<file path="config.mk">
export PLATFORM = sky130hd
export DESIGN_NAME = uart_transmitter
export DESIGN_NICKNAME = d
export VERILOG_FILES = /design/src/rtl/uart_defs.sv /design/src/rtl/uart_baud_tick.sv /design/src/rtl/uart_transmitter.sv
export SDC_FILE = /design/constraint.sdc
export NUM_CORES = 1
export LEC_CHECK = 0
export ABC_AREA = 1
export BUFFER_PORTS_ARGS = -buffer_cell sky130_fd_sc_hd__clkbuf_2
export CAP_MARGIN = 20
export CORE_MARGIN = 4
export CORE_UTILIZATION = 30
export DETAILED_ROUTE_END_ITERATION = 12
export SLEW_MARGIN = 20
export SYNTH_ARGS = -nofsm -noshare
export SYNTH_HDL_FRONTEND = slang
export SYNTH_SLANG_ARGS = --single-unit
</file>
<file path="constraint.sdc">
create_clock -name clk -period 2 [get_ports clk]
set_input_delay 0.4 -clock clk [delete_from_list [all_inputs] [get_ports clk]]
set_output_delay 0.4 -clock clk [all_outputs]
set_load 0.03 [all_outputs]
</file>
<file path="src/rtl/uart_defs.sv">
// uart_defs: definitions shared by the UART transmitter and the UART receivers.
//   - FSM state encodings (IDLE, START, DATA, PARITY, STOP)
//   - UART_DATA_BITS: payload bits per frame
//   - UART_CLKS_PER_BIT: default bit period (100 MHz / 115200), shared so that
//     both ends of the link agree on the baud rate.
package uart_defs;

  localparam int UART_DATA_BITS    = 8;
  localparam int UART_CLKS_PER_BIT = 868;

  localparam logic [2:0] ST_IDLE   = 3'd0;
  localparam logic [2:0] ST_START  = 3'd1;
  localparam logic [2:0] ST_DATA   = 3'd2;
  localparam logic [2:0] ST_PARITY = 3'd3;
  localparam logic [2:0] ST_STOP   = 3'd4;

endpackage

</file>
<file path="src/rtl/uart_baud_tick.sv">
// uart_baud_tick: bit-period timer.
//   A free-running counter 0..CLKS_PER_BIT-1 that emits a one-cycle tick while
//   it holds CLKS_PER_BIT-1, then wraps. Holding restart_i keeps it at zero so
//   the first period after restart is exactly CLKS_PER_BIT cycles long.
// Ports:
//   clk        in  system clock
//   rst        in  synchronous active-high reset
//   restart_i  in  clear the counter (next value 0)
//   tick_o     out high on the last cycle of each bit period
module uart_baud_tick #(
  parameter int CLKS_PER_BIT = 868
) (
  input  logic clk,
  input  logic rst,
  input  logic restart_i,
  output logic tick_o
);

  localparam int            CNT_W = $clog2(CLKS_PER_BIT);
  localparam logic [CNT_W-1:0] CNT_LAST = CNT_W'(CLKS_PER_BIT - 1);

  logic [CNT_W-1:0] baud_cnt_q, baud_cnt_d;

  assign tick_o = (baud_cnt_q == CNT_LAST);

  always_comb begin
    baud_cnt_d = baud_cnt_q + 1'b1;
    if (restart_i || tick_o) begin
      baud_cnt_d = '0;
    end
  end

  always_ff @(posedge clk) begin
    if (rst) begin
      baud_cnt_q <= '0;
    end else begin
      baud_cnt_q <= baud_cnt_d;
    end
  end

endmodule

</file>
<file path="src/rtl/uart_transmitter.sv">
// uart_transmitter: 8N1 UART serializer (8E1 when UART_TX_PARITY_EN is defined).
//   Accepts one byte per valid/ready handshake and shifts it out LSB first,
//   each bit held exactly CLKS_PER_BIT cycles. The serial line is registered.
// Handshake: a byte transfers on a rising edge where tx_valid & tx_ready.
//   tx_ready depends only on the FSM state and rst, never on tx_valid; while a
//   frame is in flight tx_ready is low and the producer must hold its byte.
// Configuration macro: UART_TX_PARITY_EN adds an even-parity bit after DATA.
// Ports:
//   clk        in   system clock
//   rst        in   synchronous active-high reset (abandons any frame)
//   tx_data    in   byte to send, sampled only on handshake
//   tx_valid   in   producer has a byte on tx_data
//   tx_ready   out  transmitter can accept a byte
//   tx_busy    out  frame in progress (state != IDLE)
//   uart_out   out  serial line, idle high
//   dbg_state  out  current FSM state, for observation only
module uart_transmitter
  import uart_defs::*;
#(
  parameter int CLKS_PER_BIT = UART_CLKS_PER_BIT
) (
  input  logic       clk,
  input  logic       rst,
  input  logic [7:0] tx_data,
  input  logic       tx_valid,
  output logic       tx_ready,
  output logic       tx_busy,
  output logic       uart_out,
  output logic [2:0] dbg_state
);

  localparam logic [2:0] BIT_LAST = 3'(UART_DATA_BITS - 1);

  logic [2:0] state_q, state_d;
  logic [7:0] shift_q, shift_d;
  logic [2:0] bit_idx_q, bit_idx_d;
  logic       uart_out_q, uart_out_d;
  logic       tick;
  logic       handshake;
`ifdef UART_TX_PARITY_EN
  logic       parity_q, parity_d;
`endif

  // The timer is held at zero while idle, so the START bit is timed from the
  // handshake edge.
  uart_baud_tick #(
    .CLKS_PER_BIT(CLKS_PER_BIT)
  ) u_baud (
    .clk      (clk),
    .rst      (rst),
    .restart_i(state_q == ST_IDLE),
    .tick_o   (tick)
  );

  assign tx_ready  = (state_q == ST_IDLE) && !rst;
  assign tx_busy   = (state_q != ST_IDLE);
  assign uart_out  = uart_out_q;
  assign dbg_state = state_q;
  assign handshake = tx_valid && tx_ready;

  // uart_out_d is the line value for the state being entered, so the
  // registered output lines up with the state register.
  always_comb begin
    state_d    = state_q;
    shift_d    = shift_q;
    bit_idx_d  = bit_idx_q;
    uart_out_d = uart_out_q;
`ifdef UART_TX_PARITY_EN
    parity_d   = parity_q;
`endif
    case (state_q)
      ST_IDLE: begin
        uart_out_d = 1'b1;
        if (handshake) begin
          state_d    = ST_START;
          shift_d    = tx_data;
          bit_idx_d  = '0;
          uart_out_d = 1'b0;
`ifdef UART_TX_PARITY_EN
          parity_d   = ^tx_data;
`endif
        end
      end
      ST_START: begin
        if (tick) begin
          state_d    = ST_DATA;
          uart_out_d = shift_q[0];
        end
      end
      ST_DATA: begin
        if (tick) begin
          if (bit_idx_q == BIT_LAST) begin
`ifdef UART_TX_PARITY_EN
            state_d    = ST_PARITY;
            uart_out_d = parity_q;
`else
            state_d    = ST_STOP;
            uart_out_d = 1'b1;
`endif
          end else begin
            shift_d    = {1'b0, shift_q[7:1]};
            bit_idx_d  = bit_idx_q + 1'b1;
            uart_out_d = shift_q[1];
          end
        end
      end
`ifdef UART_TX_PARITY_EN
      ST_PARITY: begin
        if (tick) begin
          state_d    = ST_STOP;
          uart_out_d = 1'b1;
        end
      end
`endif
      ST_STOP: begin
        if (tick) begin
          state_d    = ST_IDLE;
          uart_out_d = 1'b1;
        end
      end
      default: begin
        state_d    = ST_IDLE;
        uart_out_d = 1'b1;
      end
    endcase
  end

  always_ff @(posedge clk) begin
    if (rst) begin
      state_q    <= ST_IDLE;
      shift_q    <= '0;
      bit_idx_q  <= '0;
      uart_out_q <= 1'b1;
    end else begin
      state_q    <= state_d;
      shift_q    <= shift_d;
      bit_idx_q  <= bit_idx_d;
      uart_out_q <= uart_out_d;
    end
  end

`ifdef UART_TX_PARITY_EN
  always_ff @(posedge clk) begin
    if (rst) begin
      parity_q <= 1'b0;
    end else begin
      parity_q <= parity_d;
    end
  end
`endif

endmodule

</file>
Word-level counts from Yosys, hierarchy flattened

Index checks and enable logic that the tools add are counted.

Bits in read-only memories: 0
Latch bits: 0
Logic and storage cells: 49
Memories: 0
Register bits after elaboration: 25
Input port bits: 11
Output and inout port bits: 6
Bits in writable memories: 0

Multiplexer cells: 20
Magnitude comparators: 0
Divide/modulo/power cells: 0
Multipliers: 0
Reductions and logical operators: 11
Add/subtract/negate cells: 2
Bitwise gates (word level): 0
Equal/unequal tests: 11
Shift-type cells: 0

Operators by type and width:

| operator                                              | number |
|---|---|
| 2-to-1 mux 3 bit                                      | 8 |
| 2-to-1 mux 8 bit                                      | 3 |
| one-hot mux 8 bit (2 select lines)                    | 1 |
| one-hot mux 3 bit (4 select lines)                    | 1 |
| adder 10 x 1 -> 10 bit, second input constant         | 1 |
| equality test 10 bit, second input constant           | 1 |
| equality test 3 bit, second input constant            | 2 |
| inequality test 2 x 1 -> 1 bit, second input constant | 3 |
| inequality test 2 bit, second input constant          | 3 |
| one-hot mux 3 bit (2 select lines)                    | 1 |
| 2-to-1 mux 1 bit                                      | 5 |
| AND reduction 5 bit                                   | 1 |
| one-hot mux 1 bit (4 select lines)                    | 1 |
| AND reduction 4 bit                                   | 1 |
| adder 3 x 1 -> 3 bit, second input constant           | 1 |
| equality test 3 x 1 -> 1 bit, second input constant   | 1 |
| equality test 3 x 2 -> 1 bit, second input constant   | 1 |
| zero test 3 bit                                       | 1 |
| AND reduction 3 bit                                   | 1 |
| nonzero test 3 bit                                    | 1 |
| logical AND 1 bit                                     | 2 |
| nonzero test 2 bit                                    | 1 |
| OR reduction 2 bit                                    | 1 |
| zero test 1 bit                                       | 1 |
| logical OR 1 bit                                      | 1 |

Logic depth before layout (Yosys ltp)

Gate-level depths: netlist (run 1).

Depth in word-level cells: 5
Mapped depth: 9
Mapped depth without buffers: 9

Cells and area by module

Synthesis (run 1) repeated with hierarchy kept, for this count alone.

Cells, all modules: 205
Area, all modules: 1408.9 um^2

Modules (own cells, without submodules):

| module           | area each (um^2) | times used | cells an instance | seq. area each (um^2) |
|---|---|---|---|---|
| uart_transmitter | 920.9            | 1          | 142               | 300.3 |
| uart_baud_tick   | 488.0            | 1          | 63                | 200.2 |

Worst setup path before layout (run 1)

No wires, ideal clock.

Path kind: register to output
From: register state_q[1] (netlist: dbg_state[1])
To: output tx_ready
Data required time: 1.600 ns
Data arrival time: 1.290 ns
Setup slack: 0.310 ns
Path buffers: 0
Cell stages (with the launch flop): 4
Cell sequence: dfxtp_1 > nor2_2 > nand2_2 > nor2_1

Cells in the longest elaborated chain, start to end: 2

RTL lines:

| element                | RTL line                | source |
|---|---|---|
| from (decl)            | uart_transmitter.sv:34  | `logic [2:0] state_q, state_d;` |
| from (signal assigned) | uart_transmitter.sv:135 | `state_q <= state_d;` |
| zero test 3 bit        | uart_transmitter.sv:55  | `assign tx_ready = (state_q == ST_IDLE) && !rst;` |
| logical AND 1 bit      | uart_transmitter.sv:55  |  |
| to (decl)              | uart_transmitter.sv:26  | `output logic tx_ready,` |

No other way between the ends.

Worst setup path in the final report (run 1)

From: register bit_idx_q[0]
To: register shift_q[3]

Cells in the longest elaborated chain, start to end: 3

RTL lines:

| element                         | RTL line                | source |
|---|---|---|
| from (decl)                     | uart_transmitter.sv:36  | `logic [2:0] bit_idx_q, bit_idx_d;` |
| from (signal assigned)          | uart_transmitter.sv:137 | `bit_idx_q <= bit_idx_d;` |
| equality test 3 bit             | uart_transmitter.sv:92  | `if (bit_idx_q == BIT_LAST) begin` |
| inequality test 2 bit (no line) | n/a                     |  |
| AND reduction 4 bit (no line)   | n/a                     |  |
| to (signal assigned)            | uart_transmitter.sv:136 | `shift_q <= shift_d;` |
| to (decl)                       | uart_transmitter.sv:35  | `logic [7:0] shift_q, shift_d;` |

No other way between the ends.
A chain may end at the register's enable or synchronous reset.

==> results of run 1 <==
-- registers in the layout, summed over array words and instances (netlist names) --
signal             cells
u_baud.baud_cnt_q     10
shift_q                8
bit_idx_q              3
dbg_state              3
uart_out               1
-- cells by family after synthesis --
kind of cell	synth area share (%)
fa+ha+maj	3.01
simple gates	38.7
flops	40.1
compound gates	8.63
xor+xnor	2.81
buf+inv	6.72
-- worst max-delay path, cell delays in order (launching register included) --
cell and delay, ps:
dfxtp_1 330, ha_1 190, ha_1 200, inv_1 60
nand4_1 180, a21oi_4 290, buf_4 200, nand3_1 70
a21oi_1 160
-- power groups by stage --
stage / logic (mW) / clock network [mW] / registers (mW)
4_1_cts: 0.693 / 0.310 / 0.682
2_1_floorplan: 0.525 / 0 / 0.715
5_1_grt: 0.775 / 0.327 / 0.695
3_3_place_gp: 0.692 / 0 / 0.689
3_5_place_dp: 0.690 / 0 / 0.693
6_report: 0.684 / 0.301 / 0.682
-- Yosys cell counts --
| library cell | number |
|---|---|
| a21oi_1 | 15 |
| nor3_1 | 1 |
| buf_6 | 1 |
| clkbuf_1 | 1 |
| and2_1 | 1 |
| or2_2 | 3 |
| nand3_1 | 22 |
| buf_2 | 1 |
| buf_4 | 2 |
| ha_1 | 3 |
| nor2_1 | 20 |
| xor2_1 | 2 |
| nor2_2 | 2 |
| inv_2 | 2 |
| xnor2_1 | 2 |
| a31oi_1 | 1 |
| inv_1 | 11 |
| nand2_1 | 47 |
| dfxtp_1 | 25 |
| nand2_2 | 4 |
| a21oi_4 | 1 |
| nand4_1 | 3 |
| o21ai_0 | 2 |
| nor3b_1 | 2 |
| nand3_2 | 2 |
-- layer usage --
| metal | vias up | wire length (microns) |
|---|---|---|
| li1 | 602 | - |
| met1 | 468 | 1240 |
| met2 | 22 | 1150 |
| met3 | 5 | 113 |
| met4 | 0 | 46 |
| met5 | - | 0 |
-- worst min-delay path by stage --
stage,from,to,slack (ps),cells past startpoint
floorplan,u_baud.baud_cnt_q[0],u_baud.baud_cnt_q[0],420,1
global placement,u_baud.baud_cnt_q[0],u_baud.baud_cnt_q[0],430,1
detailed placement,u_baud.baud_cnt_q[0],u_baud.baud_cnt_q[0],450,1
CTS,tx_data[7],shift_q[7],380,3
global route,tx_data[7],shift_q[7],400,3
finish,tx_data[7],shift_q[7],380,3
-- layout make-up --
| class | count | area, sq um |
|---|---|---|
| Clock inverter | 1 | 5.00 |
| Timing Repair Buffer | 18 | 95.1 |
| Tap cell | 50 | 62.6 |
| Inverter | 13 | 48.8 |
| Sequential cell | 25 | 500 |
| Multi-Input combinational cell | 133 | 663 |
| Clock buffer | 3 | 41.3 |
| Fill cell | 444 | 2580 |
==> key figures, run 1 <==
Global route
  • Met2 Track Usage GR: 16.5%
  • First-pass GRT wire length: 4320 microns
  • Gr ovfl total: 0
  • Vias in the first global route: a little over 1k
  • Initial antenna violation count: 0
  • Met1 GRT Util: 13.2%
  • GR peak layer: met2
  • Met3 Track Usage GR: 1.66%
  • Gr usage total: 10.1%
  • Pin count of the biggest net entering global routing: 15

Worst setup path
  • Kind of start point of the critical path: flip-flop
  • Worst r2r src: bit_idx_q[0]
  • Origin of the worst setup path: bit_idx_q[0]
  • Max Fanout on Critical Path: 9
  • Critical path class: reg2reg
  • Critical Path End: shift_q[3]
  • Arrival @ worst endpoint: between 1500 and 2000 ps
  • R2R depth: 8
  • Reg2Reg Setup Slack: approximately 250 ps
  • Worst EP required: between 2000 and 2500 ps
  • CP Capture Type: flip-flop
  • Critical R2R Capture: shift_q[3]

Floorplanning
  • Die span in y: 72.5 microns
  • Row cnt: 23
  • # IOs: 17
  • Core area: 4000 sq um
  • Die area: between 5000 and 6000 sq um
  • Die width: 72.5 microns
  • Starting Density: 31.2%

Synthesis
  • Seq cells post-synth: 25
  • Most area-consuming cells after synthesis: dfxtp_1 40%, nand2_1 14%, nand3_1 8.8%
  • Synth Cell Area: 1250 sq um
  • Top cell type's share of synthesized area: 40.1%
  • Leading area contributor after synthesis: dfxtp_1
  • Synth warn: 0
  • Syn Nets: 190
  • Post-synth cell types: 25
  • Synthesized area per cell: 7.09 sq um
  • Synthesized instance count: 176
  • Register area share after synthesis: 40.1%

Clock tree
  • TritonCTS clock tree: built
  • Post-CTS Resized: 0
  • Clk slew on worst S/H paths: 80 ps
  • Clock sinks: 25
  • CTS root buf: clkbuf_8
  • Clock buffer depth: 2
  • Post-CTS setup buffer count: 0
  • Hold Buf Count CTS: 0
  • TritonCTS buffer count: 3
  • H-Tree Depth: 1
  • Clk_lat worst skew: approximately 270 ps

Power and ir drop
  • Static leakage: ~0.60 nW
  • Largest vdd supply drop: 0.000369 V
  • Power Density: 1180 nW/um^2
  • Cell internal pwr: 0.981 mW
  • Clock power share: about 18%
  • Total power: 1.67 mW
  • Switching Share: 41.2%
  • Comb power frac: 41.0%
  • Sw Pwr: 0.686 mW
  • Sequential share of power: 40.9%

Detailed routing
  • Residual DRC: 0
  • Vias/cell: 4.51
  • DR WL/cell: approximately 10 microns
  • DRT antenna net count: 0
  • Drt total wl: between 2000 and 3000 microns
  • Pre-antenna DRT Iters: 4
  • Via count: 1,097
  • Initial DRC count: 113

Flow run
  • # Max-Cap Violations: 0

Timing
  • Hold slack: 379 ps
  • Fin crit share: roughly 90%
  • Final Max Slew Viols: 0
  • Max frequency: around 0.57 GHz
  • Period minus WS final: about 1800 ps
  • Setup tns final: 0 ps
  • Final Skew: 4.61 ps
  • Final setup margin: between 200 and 250 ps
  • Max-slew headroom: 80.2%
  • Worst Tran Pin Value: ~290 ps
  • RSZ-0062 raised after global routing: false
  • Final setup vio count: 0
  • Final hold vios: 0

Place
  • IO buf count: 16
  • Pre-CTS setup slack: 262 ps
  • Post-Place Cells: 239
  • DPL Wire Length: 1870 microns
  • Final Wtd Congestion: ~0.74
  • Placed Area: 1370 sq um

Finish
  • Final std cells w/o fill: 243
  • Layout cell share with drive strength beyond 1: about a fifth
  • Antenna diodes: 0
  • Commonest non-fill, non-tap cells in the layout: 47 x nand2_1, 25 x dfxtp_1, 22 x nand3_1
  • Cell area after layout: 1420 sq um
  • Layout area overhead: 13.5%
  • Final core utilization: 35.4%
  • Most common cell after layout, fill and taps aside: nand2_1
  • NumNets Final: 208

Worst hold path
  • Min-delay worst type: in2reg

Status
  • Status: finished clean
Power figures use the tool's default switching activity.
==> run 2, diff against run 1 <==
CELL_PAD_IN_SITES_DETAIL_PLACEMENT = 1   (was unset)
CELL_PAD_IN_SITES_GLOBAL_PLACEMENT = 2   (was unset)
PLACE_DENSITY_LB_ADDON = 0.1   (was unset)
==> key figures, run 2 (synthesized netlist as in run 1, its figures left out) <==
Finish
  • Layout area overhead: 13.5% (unchanged)
  • Final core utilization: 35.4% (unchanged)
  • Number of fill cells: 527 (+19%)
  • Layout cell share with drive strength beyond 1: 18.7% (unchanged)
  • Most common cell after layout, fill and taps aside: nand2_1
  • Commonest non-fill, non-tap cells in the layout: 47 x nand2_1, 25 x dfxtp_1, 22 x nand3_1
  • Register area: 500 sq um (unchanged)
  • Cell area after layout: 1420 sq um (unchanged)
  • Biggest regs: u_baud.baud_cnt_q (10), shift_q (8)
  • Antenna diodes: 0 (unchanged)
  • Final std cells w/o fill: 243 (unchanged)
  • Register with the most flip-flops: u_baud.baud_cnt_q
  • Area of the multi-input gates: 663 sq um (unchanged)
  • NumNets Final: 208 (unchanged)
  • Max reg flops: 10 (unchanged)

Clock tree
  • Clock sinks: 25 (unchanged)
  • H-Tree Depth: 1 (unchanged)
  • Post-CTS setup buffer count: 0 (unchanged)
  • Hold Buf Count CTS: 0 (unchanged)
  • TritonCTS clock tree: built
  • Clk_lat worst skew: 280 ps (about the same)
  • TritonCTS buffer count: 3 (unchanged)
  • Clock buffer depth: 2 (unchanged)
  • Post-CTS Resized: 0 (unchanged)
  • Clk slew on worst S/H paths: 100 ps (+20 ps)
  • CTS root buf: clkbuf_8

Worst setup path
  • Worst EP required: 2170 ps (-30 ps)
  • R2R depth: 9 (+1)
  • Critical path class: reg2reg
  • Max Fanout on Critical Path: 9 (unchanged)
  • Kind of start point of the critical path: flip-flop
  • Arrival @ worst endpoint: 1990 ps (+40 ps)
  • CP Capture Type: flip-flop

Timing
  • Period minus WS final: 1820 ps (+63.3 ps)
  • Max frequency: 0.550 GHz (-3.5%)
  • RSZ-0062 raised after global routing: false
  • Hold slack: 372 ps (-7.05 ps)
  • Worst Tran Pin Value: 340 ps (+45.6 ps)
  • Final Skew: 9.61 ps (+5.01 ps)
  • Final setup margin: 182 ps (-63.3 ps)
  • Final Max Slew Viols: 0 (unchanged)
  • Setup tns final: 0 ps (unchanged)
  • Final setup vio count: 0 (unchanged)
  • Max-slew headroom: 77.2% (-3.1 points)
  • Final hold vios: 0 (unchanged)
  • Fin crit share: 90.9% (+3.2 points)

Detailed routing
  • Via count: 1,166 (+6.3%)
  • Drt total wl: 3130 microns (+23%)
  • Vias/cell: 4.80 (+6.3%)
  • Pre-antenna DRT Iters: 4 (unchanged)
  • DR WL/cell: 12.9 microns (+23%)
  • DRT antenna net count: 0 (unchanged)
  • Initial DRC count: 74 (-35%)
  • Residual DRC: 0 (unchanged)

Worst hold path
  • Min-delay worst type: in2reg
  • Hold path depth: 3 (unchanged)

Floorplanning
  • Die span in y: 72.5 microns (unchanged)
  • Row cnt: 23 (unchanged)
  • # IOs: 17 (unchanged)
  • Starting Density: 31.2% (unchanged)
  • Core area: 4000 sq um (unchanged)
  • Die width: 72.5 microns (unchanged)
  • Die area: 5250 sq um (unchanged)

Place
  • Final Wtd Congestion: 0.760 (+2.2%)
  • Pre-CTS setup slack: 198 ps (-63.9 ps)
  • Post-Place Cells: 239 (unchanged)
  • IO buf count: 16 (unchanged)
  • Placed Area: 1370 sq um (unchanged)
  • DPL Wire Length: 2350 microns (+26%)

Power and ir drop
  • Power Density: 1200 nW/um^2 (+2.2%)
  • Largest vdd supply drop: 0.000347 V (-5.8%)
  • Static leakage: 0.604 nW (unchanged)
  • Total power: 1.70 mW (+2.2%)

Global route
  • Vias in the first global route: 1,254 (+24%)
  • Pin count of the biggest net entering global routing: 15 (unchanged)
  • Gr usage total: 14.0% (+3.8 points)
  • Initial antenna violation count: 0 (unchanged)
  • Gr ovfl total: 0 (unchanged)
  • First-pass GRT wire length: 5770 microns (+34%)

Flow run
  • # Max-Cap Violations: 0 (unchanged)

Status
  • Status: finished clean
==> run 2: cell counts in the layout (fill, tap and decap cells not counted) <==
No cell type changed its count.
==> run 2: final timing paths <==
check / from / to / slack (ps)
hold reg to reg: u_baud.baud_cnt_q[0] / u_baud.baud_cnt_q[0] / 460
setup / recovery: bit_idx_q[0] / bit_idx_q[2] / 180
setup reg to reg: bit_idx_q[0] / bit_idx_q[2] / 180
hold / removal: tx_data[7] / shift_q[7] / 370
==> run 2: area by class of cell <==
class | instances | share of cell area, %
timing repair buffer | 18 | 6.71
multi-input combinational | 133 | 46.8
clock inverter | 1 | 0.353
tap | 50 | 4.42
clock buffer | 3 | 2.92
sequential | 25 | 35.3
inverter | 13 | 3.45
==> run 2: critical path, cell delays in order, from the launching register on <==
cell and delay, ps:
dfxtp_1 340, ha_1 200, ha_1 210, inv_1 70, nand4_1 190, a21oi_4 290, buf_4 210, nand3_1 80
nand2_1 80, nor2_1 40
==> run 2: power by group <==
| group | leakage, nW | total, mW | internal [mW] | switching [mW] |
|---|---|---|---|---|
| clock network | 0.0255 | 0.314 | 0.140 | 0.174 |
| logic | 0.375 | 0.710 | 0.231 | 0.479 |
| registers | 0.204 | 0.680 | 0.611 | 0.0693 |
| total | 0.604 | 1.70 | 0.982 | 0.723 |
==> run 2: metal layers <==
metal | track usage, % | wire length, microns | vias up
li1 | - | - | 603
met1 | 18.0 | 1570 | 539
met2 | 23.2 | 1380 | 19
met3 | 2.08 | 120 | 5
met4 | 5.94 | 58 | 0
met5 | 0 | 0 | -
